## config.mk

```make
export PLATFORM = sky130hd
export DESIGN_NAME = decode_issue
export DESIGN_NICKNAME = d
export VERILOG_FILES = /design/src/rtl/decode_issue.sv
export SDC_FILE = /design/constraint.sdc
export NUM_CORES = 1
export LEC_CHECK = 0
export ABC_AREA = 1
export ABC_CLOCK_PERIOD_IN_PS = 1400
export CAP_MARGIN = 0
export CORE_ASPECT_RATIO = 0.6
export CORE_MARGIN = 4
export CORE_UTILIZATION = 33
export CTS_CLUSTER_DIAMETER = 30
export DETAILED_ROUTE_END_ITERATION = 6
export GPL_ROUTABILITY_DRIVEN = 0
export PLACE_DENSITY_LB_ADDON = 0.15
export RECOVER_POWER = 25
export SYNTH_ARGS = -nofsm -noshare
export SYNTH_HDL_FRONTEND = slang
export SYNTH_SLANG_ARGS = --single-unit
```

## constraint.sdc

```tcl
create_clock -name clk -period 1.4 [get_ports clk]
set_clock_uncertainty 0.15 [all_clocks]
set_input_delay 0.35 -clock clk [delete_from_list [all_inputs] [get_ports clk]]
set_output_delay 0.35 -clock clk [all_outputs]
set_load 0.05 [all_outputs]
```

## src/rtl/decode_issue.sv

```systemverilog
// decode_issue: RV32I decode/issue stage, D slot feeding a registered E slot.
// Define SCOREBOARD_EN to build the RAW busy-bit scoreboard and hazard stall.
module decode_issue #(
  parameter int XLEN = 32
) (
  input  logic            clk,
  input  logic            rst_n,
  input  logic [31:0]     inst_ID,
  input  logic            inst_valid_ID,
  output logic            inst_ready_ID,
  output logic [4:0]      RAddr1_RF,
  output logic [4:0]      RAddr2_RF,
  input  logic [XLEN-1:0] RD1_RF,
  input  logic [XLEN-1:0] RD2_RF,
  input  logic            WrEn_RF,
  input  logic [4:0]      WAddr_RF,
  output logic            valid_EX,
  input  logic            ready_EX,
  output logic [XLEN-1:0] rs1_val_EX,
  output logic [XLEN-1:0] rs2_val_EX,
  output logic [XLEN-1:0] imm_EX,
  output logic [4:0]      rd_EX,
  output logic [6:0]      opcode_EX,
  output logic [2:0]      funct3_EX,
  output logic [6:0]      funct7_EX,
  output logic            illegal_EX
);

  localparam logic [6:0] OP_LUI    = 7'b0110111;
  localparam logic [6:0] OP_AUIPC  = 7'b0010111;
  localparam logic [6:0] OP_JAL    = 7'b1101111;
  localparam logic [6:0] OP_JALR   = 7'b1100111;
  localparam logic [6:0] OP_BRANCH = 7'b1100011;
  localparam logic [6:0] OP_LOAD   = 7'b0000011;
  localparam logic [6:0] OP_STORE  = 7'b0100011;
  localparam logic [6:0] OP_OPIMM  = 7'b0010011;
  localparam logic [6:0] OP_OP     = 7'b0110011;

  logic        r_d_valid;
  logic [31:0] r_d_inst;

  logic [6:0]  w_opc;
  logic [4:0]  w_rs1;
  logic [4:0]  w_rs2;
  logic [4:0]  w_rd;
  logic [31:0] w_imm_i;
  logic [31:0] w_imm_s;
  logic [31:0] w_imm_b;
  logic [31:0] w_imm_u;
  logic [31:0] w_imm_j;
  logic [31:0] w_imm;
  logic        w_use_rs1;
  logic        w_use_rs2;
  logic        w_use_rd;
  logic        w_illegal;
  logic        w_hazard;
  logic        w_advance;
  logic        w_load;

  assign w_opc = r_d_inst[6:0];
  assign w_rs1 = r_d_inst[19:15];
  assign w_rs2 = r_d_inst[24:20];
  assign w_rd  = w_use_rd ? r_d_inst[11:7] : 5'd0;

  assign w_imm_i = {{20{r_d_inst[31]}}, r_d_inst[31:20]};
  assign w_imm_s = {{20{r_d_inst[31]}}, r_d_inst[31:25], r_d_inst[11:7]};
  assign w_imm_b = {{19{r_d_inst[31]}}, r_d_inst[31], r_d_inst[7],
                    r_d_inst[30:25], r_d_inst[11:8], 1'b0};
  assign w_imm_u = {r_d_inst[31:12], 12'b0};
  assign w_imm_j = {{11{r_d_inst[31]}}, r_d_inst[31], r_d_inst[19:12],
                    r_d_inst[20], r_d_inst[30:21], 1'b0};

  always_comb begin
    w_use_rs1 = 1'b0;
    w_use_rs2 = 1'b0;
    w_use_rd  = 1'b0;
    w_illegal = 1'b0;
    w_imm     = '0;
    unique case (w_opc)
      OP_LUI, OP_AUIPC: begin
        w_use_rd = 1'b1;
        w_imm    = w_imm_u;
      end
      OP_JAL: begin
        w_use_rd = 1'b1;
        w_imm    = w_imm_j;
      end
      OP_JALR, OP_LOAD, OP_OPIMM: begin
        w_use_rs1 = 1'b1;
        w_use_rd  = 1'b1;
        w_imm     = w_imm_i;
      end
      OP_BRANCH: begin
        w_use_rs1 = 1'b1;
        w_use_rs2 = 1'b1;
        w_imm     = w_imm_b;
      end
      OP_STORE: begin
        w_use_rs1 = 1'b1;
        w_use_rs2 = 1'b1;
        w_imm     = w_imm_s;
      end
      OP_OP: begin
        w_use_rs1 = 1'b1;
        w_use_rs2 = 1'b1;
        w_use_rd  = 1'b1;
      end
      default: w_illegal = 1'b1;
    endcase
  end

`ifdef SCOREBOARD_EN
  logic [31:0] r_busy;
  logic [31:0] w_set;
  logic [31:0] w_clr;

  assign w_hazard = r_d_valid &
                    ((w_use_rs1 & r_busy[w_rs1]) |
                     (w_use_rs2 & r_busy[w_rs2]));
  assign w_set = w_advance ? (32'd1 << w_rd) : '0;
  assign w_clr = WrEn_RF ? (32'd1 << WAddr_RF) : '0;

  // set is applied after clear so a same-cycle set wins; bit 0 never sticks
  always_ff @(posedge clk) begin
    if (!rst_n) r_busy <= '0;
    else        r_busy <= ((r_busy & ~w_clr) | w_set) & ~32'd1;
  end
`else
  logic w_unused;
  assign w_hazard = 1'b0;
  assign w_unused = ^{WrEn_RF, WAddr_RF, w_use_rs1, w_use_rs2};
`endif

  assign w_advance     = r_d_valid & ~w_hazard & (~valid_EX | ready_EX);
  assign inst_ready_ID = rst_n & (~r_d_valid | w_advance);
  assign w_load        = inst_valid_ID & inst_ready_ID;

  // D instruction only reloads on a handshake, so read addresses hold when empty
  assign RAddr1_RF = w_rs1;
  assign RAddr2_RF = w_rs2;

  always_ff @(posedge clk) begin
    if (!rst_n) begin
      r_d_valid  <= 1'b0;
      r_d_inst   <= '0;
      valid_EX   <= 1'b0;
      rs1_val_EX <= '0;
      rs2_val_EX <= '0;
      imm_EX     <= '0;
      rd_EX      <= '0;
      opcode_EX  <= '0;
      funct3_EX  <= '0;
      funct7_EX  <= '0;
      illegal_EX <= 1'b0;
    end else begin
      if (w_load) begin
        r_d_valid <= 1'b1;
        r_d_inst  <= inst_ID;
      end else if (w_advance) begin
        r_d_valid <= 1'b0;
      end
      if (w_advance) begin
        valid_EX   <= 1'b1;
        rs1_val_EX <= RD1_RF;
        rs2_val_EX <= RD2_RF;
        imm_EX     <= w_imm;
        rd_EX      <= w_rd;
        opcode_EX  <= w_opc;
        funct3_EX  <= r_d_inst[14:12];
        funct7_EX  <= r_d_inst[31:25];
        illegal_EX <= w_illegal;
      end else if (ready_EX) begin
        valid_EX <= 1'b0;
      end
    end
  end

endmodule

```

==> out/metrics.cfg, run 1 <==
[outcome]
status = finished with violations
violations = negative setup slack

[sta]
worst_slack_ns = -0.416
slew-limit-headroom_pct = 54.6
fin_crit_ns = 1.82
fin_crit_sh_pct = 130
drv_slew = 0
finalSetupViolCount = 170
finalHoldViolCount = 0
fmax_mhz = 551
grt_setup_unrepaired = true
worst_pin_slew_ns = 0.681
whs_ns = 0.253

[grt]
grt.total_usage_pct = 20.2
antenna_found_initial = 0
first_global_vias = 5536
grt_overflow = 0
grt_pass1_wl_microns = 31500
grt_max_degree = 58

[worst_hold_path]
hp-class = input pin to register

[synthesis]
ys_types = 23
yosys_warnings = 0
syn_avg_cell_area_sq_um = 7.69
ys_seq_area_share_pct = 53.0
ys_seq_elements = 153
synth_top_area_share_pct = 53.0
synth_cells = 752
ys_top_cells_by_area = dfxtp_1 53%, nand2_1 13%, o21ai_0 6.8%
syn_area_sq_um = 5780
post-synth-top-area-cell = dfxtp_1
syn-num-nets = 858

[cells_and_area]
layout_commonest_cell = buf_12
nFillCells = 1233
fin_nets = 1153
area_growth_pct = 115
drive_gt1_share_pct = 55.2
layout.cells.most_common_list = 150 x buf_12, 139 x nand2_1, 118 x dfxtp_2
antenna_cells = 0

[worst_setup_path]
cp_slowest_stage_delay_ns = 0.36
path_class = register to output pin
critPathMaxFanout = 2
critPathMostFrequentCell = nand2_4
startpoint_type = register
required_ns = 0.90
endpoint_kind = output pin
cp_num_buf_inv = 3
arrival_ns = 1.32
cp_slowest_cell = dfxtp_4
crit_chain = nand2_4 > nor2_4 > inv_2 > nand2_4 > clkinvlp_4 > buf_12
critPathTopFamily = flip-flops

[clock_tree]
cts_root_buf = clkbuf_16
path_clk_slew_ns = 0.06
clk_latency_ns = 0.41
htree_levels = 4
cts_tree = yes
cts_sinks = 153
numCtsBuffers = 17
cts_buffer_depth = 2

[routing]
top_layer_used = met4
drtIter0Drc = 434
ant_nets = 0
dr_wl_met2_microns = 10400
drt-total-wl_microns = 23000
met3_length_microns = 1890
route.detailed.drc = 0
dr.pass1.iters = 5
m1WireLength_microns = 10500
vias = 6216
via_per_inst = 4.81
wl_per_cell_microns = 17.8

[floorplanning]
die_w_microns = 179
core_area_sq_um = 17200
initial_core_util_pct = 33.7
die_y_microns = 111
num_rows = 37
io_pins = 237
die-area_sq_um = 19800

[place]
portBuffers = 230
hpwl_microns = 14200

[job]
maxCapViolCount = 0

[power]
p_per_area_nw_per_um2 = 1010
ir_drop_mv = 0.624
totalPowerFinal_mw = 12.6
leakagePower_nw = 5.06

worst reg2reg max path, cell delays in order, from the launching register on:
cell and delay, ns:
dfxtp_4 0.36, buf_6 0.12, nor2_4 0.16, nand3_4 0.15, nand4_4 0.21, buf_8 0.18, nand3_4 0.08, a21oi_2 0.16
final cells by class:
cell class / count / area [sq um] / area share, %
timing repair buffer: 332 / 4980 / 40.0
tap: 234 / 293 / 2.35
clock buffer: 18 / 439 / 3.53
clock inverter: 12 / 164 / 1.32
timing repair inverter: 1 / 11.3 / 0.0905
sequential: 153 / 3290 / 26.4
inverter: 29 / 125 / 1.01
multi-input combinational: 513 / 3150 / 25.3
routing by layer:
metal	vias up	global-route usage, %
met1	2951	29.3
met2	205	29.3
met3	20	6.64
met5	-	0
met4	0	4.09
li1	3040	-
cells in the mapped netlist, drive strengths merged:
cell      n
nand2   215
dfxtp   153
nor2     98
o21ai    78
a21oi    54
nand3    40
buf      36
inv      29
clkbuf   22
o31ai    19
o211ai    4
nand4     3
nor3      1
sequential cells by signal, indices dropped and copies added (netlist names):
register	count
imm_EX	32
r_d_inst	32
rs1_val_EX	32
rs2_val_EX	32
funct7_EX	7
opcode_EX	7
rd_EX	5
funct3_EX	3
illegal_EX	1
r_d_valid	1
valid_EX	1
kinds of logic (layout without fill, tap and decap cells):
logic type,count (synthesis),count (layout),synth area share [%]
flops,153,153,53.0
simple gates,357,358,25.4
buf+inv,87,392,6.86
compound gates,155,155,14.8
worst paths after layout:
check / startpoint / endpoint / slack (ns) / depth (start not counted)
setup / recovery: valid_EX / inst_ready_ID / -0.42 / 6
hold reg to reg: r_d_inst[9] / rd_EX[2] / 0.32 / 2
setup reg to reg: r_d_inst[3] / imm_EX[9] / -0.25 / 7
hold / removal: rst_n / rs2_val_EX[31] / 0.25 / 4
power by group:
group	leakage [nW]	switching, mW	internal [mW]
Sequential	1.32	0.264	4.61
Clock	0.282	1.91	2.86
Combinational	3.46	1.48	1.48
stage by stage:
stage	util, %	instance area (sq um)	cells	TNS (ns)	setup WS [ns]
after floorplan	-	5830	752	-1.22	-0.0631
after global placement	57.6	9900	1201	-68.79	-0.536
after detailed placement	57.6	9900	1201	-72.40	-0.543
after CTS	66.0	11300	1262	-16.65	-0.422
after global routing	72.4	12400	1292	-24.75	-0.477
final	72.4	12400	1292	-14.51	-0.416
what timing repair did:
action,in CTS,in global routing
setup endpoints to repair,270,262
hold buffers,0,0
cloned,6,15
resized for setup,217,226
buffers inserted,25,22
pin swaps,22,34
endpoints found under the hold margin,0,0
Note: power is estimated with default switching activity, not from simulation.
==> run 2, diff against run 1 <==
--- a/config.mk
+++ b/config.mk
@@ -5,7 +5,6 @@
 export SDC_FILE = /design/constraint.sdc
 export NUM_CORES = 1
 export LEC_CHECK = 0
-export ABC_AREA = 1
 export ABC_CLOCK_PERIOD_IN_PS = 1400
 export CAP_MARGIN = 0
 export CORE_ASPECT_RATIO = 0.6
@@ -13,7 +12,6 @@
 export CORE_UTILIZATION = 33
 export CTS_CLUSTER_DIAMETER = 30
 export DETAILED_ROUTE_END_ITERATION = 6
-export GPL_ROUTABILITY_DRIVEN = 0
 export PLACE_DENSITY_LB_ADDON = 0.15
 export RECOVER_POWER = 25
 export SYNTH_ARGS = -nofsm -noshare
==> out/metrics.cfg, run 2 <==
[outcome]
status = finished with violations
violations = negative setup slack

[clock_tree]
cts_root_buf = clkbuf_16
cts_hold_buf = 0
path_clk_slew_ns = 0.07
cts_sinks = 153
numCtsBuffers = 17
clk_latency_ns = 0.42
cts_buffer_depth = 2
cts_tree = yes
htree_levels = 4

[synthesis]
ys.flop_type = dfxtp_1
syn_avg_cell_area_sq_um = 8.49
syn-num-nets = 795
synth_top_area_share_pct = 52.4
yosys.cell_count.top_type = nand2_1
ys_types = 38
syn_area_sq_um = 5850
ys_top_cells_by_area = dfxtp_1 52%, nand2_1 16%, a21boi_0 11%
post-synth-top-area-cell = dfxtp_1
synth_cells = 689
yosys_warnings = 0
synthTopCellsByCount = 245 x nand2_1, 153 x dfxtp_1, 88 x a21boi_0
ys_seq_elements = 153
ys_seq_area_share_pct = 52.4
async_flop_share_pct = 0
synth_edf_count = 0

[routing]
drtIter0Drc = 681
via_per_inst = 5.33
drt-total-wl_microns = 30100
vias = 6844
ant_nets = 0
dr.pass1.iters = 5
wl_per_cell_microns = 23.4
route.detailed.drc = 0

[worst_hold_path]
hp-class = input pin to register
hp-start = RD1_RF[16]
whs_endpoint = rs1_val_EX[16]
min_delay_path_depth = 3

[job]
maxCapViolCount = 0

[worst_setup_path]
r2r-end = imm_EX[11]
path_class = register to register
required_ns = 1.60
cp_slowest_cell = nor3_1
reg2reg_depth = 6
critPathMaxFanout = 3
arrival_ns = 2.11
r2r_start = r_d_inst[4]
regToRegSetupSlack_ns = -0.51
startpoint_type = register
critPathTopFamily = simple AND/OR/NAND/NOR gates
cp_slowest_stage_delay_ns = 0.38
crit_chain = nand3b_1 > buf_6 > nor3_1 > o21ai_0 > o31ai_1 > a22o_1
endpoint_kind = register
cp_num_buf_inv = 1

[cells_and_area]
drive_gt1_share_pct = 54.7
layout.cells.most_common_list = 206 x nand2_1, 148 x buf_12, 106 x dfxtp_2
antenna_cells = 0
layout_commonest_cell = nand2_1
postLayoutCellArea_sq_um = 12900
layout.cells.non_filler = 1285
area_growth_pct = 121
fin_nets = 1145

[floorplanning]
die-area_sq_um = 20000
io_pins = 237
die_w_microns = 180
initial_core_util_pct = 33.9
num_rows = 37
core_area_sq_um = 17300
die_y_microns = 111

[grt]
grt.total_usage_pct = 28.0
first_global_vias = 6943
grt_pass1_wl_microns = 43000
grt_overflow = 0
antenna_found_initial = 1
grt_max_degree = 49

[sta]
fin_crit_sh_pct = 137
fmax_mhz = 523
fin_tns_setup_ns = -46.96
worst_slack_ns = -0.512
whs_ns = 0.309
worst_pin_slew_ns = 0.485
finalHoldViolCount = 0
drv_slew = 0
finalSetupViolCount = 279
grt_setup_unrepaired = true
fin_crit_ns = 1.91
slew-limit-headroom_pct = 67.4

[place]
gp_congestion = 0.861
place_area_sq_um = 9980
dp.cells = 1140
hpwl_microns = 14900
portBuffers = 230

[power]
p_per_area_nw_per_um2 = 965
totalPowerFinal_mw = 12.5
ir_drop_mv = 0.803
leakagePower_nw = 5.36

-- run 2: cell types whose count changed after synthesis, sizes merged, moves of 12 or more --
cell / before / now
a22o: 0 / 13
nor2: 98 / 8
nand2: 215 / 245
clkbuf: 22 / 40
o31ai: 19 / 2
a21oi: 54 / 9
buf: 36 / 21
a21o: 0 / 12
a21boi: 0 / 89
o21ai: 78 / 14
inv: 29 / 0
-- run 2: metal layers --
layer | GRT usage [%] | routed length, microns | vias to the layer above
met5 | 0 | 7 | -
met1 | 36.8 | 12600 | 3290
met2 | 42.2 | 13200 | 453
li1 | - | - | 3005
met3 | 11.0 | 3330 | 94
met4 | 9.44 | 991 | 2
-- run 2: how the worst max path moves through the flow --
| stage | startpoint | to | slack [ns] | depth (start not counted) |
|---|---|---|---|---|
| floorplan | r_d_inst[2] | imm_EX[21] | -0.25 | 6 |
| global placement | ready_EX | rs1_val_EX[16] | -0.57 | 6 |
| detailed placement | ready_EX | rs1_val_EX[12] | -0.73 | 6 |
| CTS | valid_EX | inst_ready_ID | -0.40 | 4 |
| global route | r_d_inst[4] | imm_EX[11] | -0.60 | 6 |
| finish | r_d_inst[4] | imm_EX[11] | -0.51 | 6 |
-- run 2: layout make-up --
type | count | area (sq um)
Tap cell | 234 | 293
Fill cell | 1039 | 4340
Multi-Input combinational cell | 477 | 3080
Timing Repair Buffer | 390 | 5620
Sequential cell | 153 | 3320
Clock buffer | 19 | 453
Clock inverter | 12 | 164
-- run 2: cells by family (layout without fill, tap and decap cells) --
family | Yosys count | in the layout | share of synthesized area (%)
buffers and inverters | 61 | 421 | 4.90
DFF | 153 | 153 | 52.4
AOI/OAI and AO/OA | 154 | 154 | 19.3
and+or+nand+nor | 320 | 322 | 23.2
muxes | 1 | 1 | 0.171
-- run 2: power breakdown --
group / internal (mW) / switching [mW] / leakage (nW)
clock: 2.93 / 1.98 / 0.306
sequential: 4.53 / 0.229 / 1.32
combinational: 1.48 / 1.33 / 3.74
-- run 2: timing repair --
| action | in CTS | in global routing |
|---|---|---|
| setup endpoints to repair | 282 | 282 |
| buffers inserted | 67 | 33 |
| gates resized for setup | 374 | 86 |
| cloned | 26 | 0 |
| pin swaps | 52 | 39 |
-- run 2: through the flow --
stage / utilization (%) / setup slack (ns)
floorplan: - / -0.251
global placement: 57.8 / -0.570
detailed placement: 57.8 / -0.735
CTS: 72.8 / -0.396
global route: 74.8 / -0.597
finish: 74.8 / -0.512
-- run 2: tightest hold or removal path, delay by kind of cell --
| kind | cells | cell delay, ns |
|---|---|---|
| and+or+nand+nor | 1 | 0.06 |
| AOI/OAI and AO/OA | 1 | 0.05 |
| buffers and inverters | 1 | 0.39 |
==> run 3, diff against run 2 <==
--- a/config.mk
+++ b/config.mk
@@ -12,6 +12,7 @@
 export CORE_UTILIZATION = 33
 export CTS_CLUSTER_DIAMETER = 30
 export DETAILED_ROUTE_END_ITERATION = 6
+export MAX_ROUTING_LAYER = met4
 export PLACE_DENSITY_LB_ADDON = 0.15
 export RECOVER_POWER = 25
 export SYNTH_ARGS = -nofsm -noshare
==> out/metrics.cfg, run 3 (synthesized netlist as in run 2, its figures left out) <==
[worst_hold_path]
whs_endpoint = rs1_val_EX[16]
hp-start = RD1_RF[16]
min_delay_path_depth = 3
hp-class = input pin to register

[place]
place_ws_ns = -0.735
hpwl_microns = 14900
gp_congestion = 0.875
portBuffers = 230

[cells_and_area]
layout_commonest_cell = nand2_1
antenna_cells = 0
fin_nets = 1141
layout.cells.most_common_list = 206 x nand2_1, 148 x buf_12, 106 x dfxtp_2
area_growth_pct = 120
drive_gt1_share_pct = 53.8
nFillCells = 1076

[routing]
vias = 6934
via_per_inst = 5.41
drtIter0Drc = 762
ant_nets = 0
route.detailed.drc = 0
dr.pass1.iters = 5
drt-total-wl_microns = 30500
wl_per_cell_microns = 23.8

[power]
leakagePower_nw = 5.32
ir_drop_mv = 0.806
swShare_pct = 28.4
switchingPower_mw = 3.55
pwr-share-clk_pct = 39.3
p_per_area_nw_per_um2 = 972
seqPwrFrac_pct = 38.2
power_frac_comb_pct = 22.5
internal-power_mw = 8.93

[grt]
grt_pass1_wl_microns = 42800
grt_max_degree = 49
first_global_vias = 6972
grt.total_usage_pct = 28.8
grt_overflow = 0
antenna_found_initial = 0

[clock_tree]
cts_buffer_depth = 2
cts_hold_buf = 0
cts_root_buf = clkbuf_16
htree_levels = 4
path_clk_slew_ns = 0.07
cts_sinks = 153
numCtsBuffers = 17
clk_latency_ns = 0.43
cts_tree = yes

[floorplanning]
die-area_sq_um = 20000
io_pins = 237
num_rows = 37
die_w_microns = 180
die_y_microns = 111
initial_core_util_pct = 33.9
core_area_sq_um = 17300

[worst_setup_path]
path_class = register to register
reg2reg_depth = 5
crit_chain = nand3_4 > nor4b_4 > nand2b_4 > and3_4 > a22o_1
endpoint_kind = register
cp_num_buf_inv = 0
startpoint_type = register
cp_slowest_cell = nor4b_4
r2r-end = imm_EX[11]
r2r_start = r_d_inst[1]
cp_slowest_stage_delay_ns = 0.47
arrival_ns = 2.08
required_ns = 1.60
critPathTopFamily = simple AND/OR/NAND/NOR gates
critPathMaxFanout = 7
regToRegSetupSlack_ns = -0.47

[outcome]
status = finished with violations
violations = negative setup slack

[sta]
worst_slack_ns = -0.471
whs_ns = 0.313
fin_crit_ns = 1.87
finalHoldViolCount = 0
fin_crit_sh_pct = 134
grt_setup_unrepaired = true
slew-limit-headroom_pct = 70.4
finalSetupViolCount = 282
drv_slew = 0
worst_pin_slew_ns = 0.442
fmax_mhz = 534

[job]
maxCapViolCount = 0

-- run 3: final cells by class --
| cell class | count | area (sq um) | area share, % |
|---|---|---|---|
| Timing Repair Buffer | 386 | 5580 | 43.4 |
| Sequential cell | 153 | 3320 | 25.8 |
| Multi-Input combinational cell | 477 | 3040 | 23.7 |
| Clock buffer | 19 | 453 | 3.53 |
| Tap cell | 234 | 293 | 2.28 |
| Clock inverter | 12 | 164 | 1.28 |
-- run 3: worst min-delay path, stage by stage --
cell	delay [ns]
clkdlybuf4s50_1	0.40
nand2_1	0.06
a21boi_1	0.05
-- run 3: worst max-delay path by stage --
stage | from | slack [ns] | endpoint | cells after the start
floorplan | r_d_inst[2] | -0.25 | imm_EX[21] | 6
global placement | ready_EX | -0.57 | rs1_val_EX[16] | 6
CTS | valid_EX | -0.40 | inst_ready_ID | 4
finish | r_d_inst[1] | -0.47 | imm_EX[11] | 5
global route | r_d_inst[1] | -0.54 | imm_EX[18] | 6
detailed placement | ready_EX | -0.73 | rs1_val_EX[12] | 6
-- run 3: stage by stage --
step | std cells | instance area (sq um) | total power [mW] | util [%] | setup TNS, ns
2_1_floorplan | 689 | 6000 | 5.69 | - | -30.50
3_3_place_gp | 1140 | 9980 | 6.78 | 57.8 | -78.63
3_5_place_dp | 1140 | 9980 | 6.82 | 57.8 | -84.79
4_1_cts | 1263 | 12600 | 12.3 | 72.8 | -44.30
5_1_grt | 1281 | 12800 | 12.8 | 74.4 | -58.80
6_report | 1281 | 12800 | 12.5 | 74.4 | -50.38
-- run 3: routing by layer --
layer	track usage, %	routed length [microns]	part of all wire, %
met5	-	0	0
met2	42.3	13300	44
met3	9.97	3240	11
met1	37.2	12800	42
met4	9.49	1080	3.6
-- run 3: what timing repair did --
item | CTS | global route
pin swaps | 52 | 42
buffers inserted | 67 | 29
setup endpoints to repair | 282 | 282
gates cloned | 26 | 0
resized for setup | 374 | 75
-- run 3: power by group through the flow --
stage / clock network (mW) / logic (mW) / registers, mW
2_1_floorplan: 0 / 0.558 / 5.13
3_3_place_gp: 0 / 1.94 / 4.84
3_5_place_dp: 0 / 1.97 / 4.85
4_1_cts: 4.90 / 2.68 / 4.76
5_1_grt: 5.14 / 2.90 / 4.77
6_report: 4.91 / 2.81 / 4.76
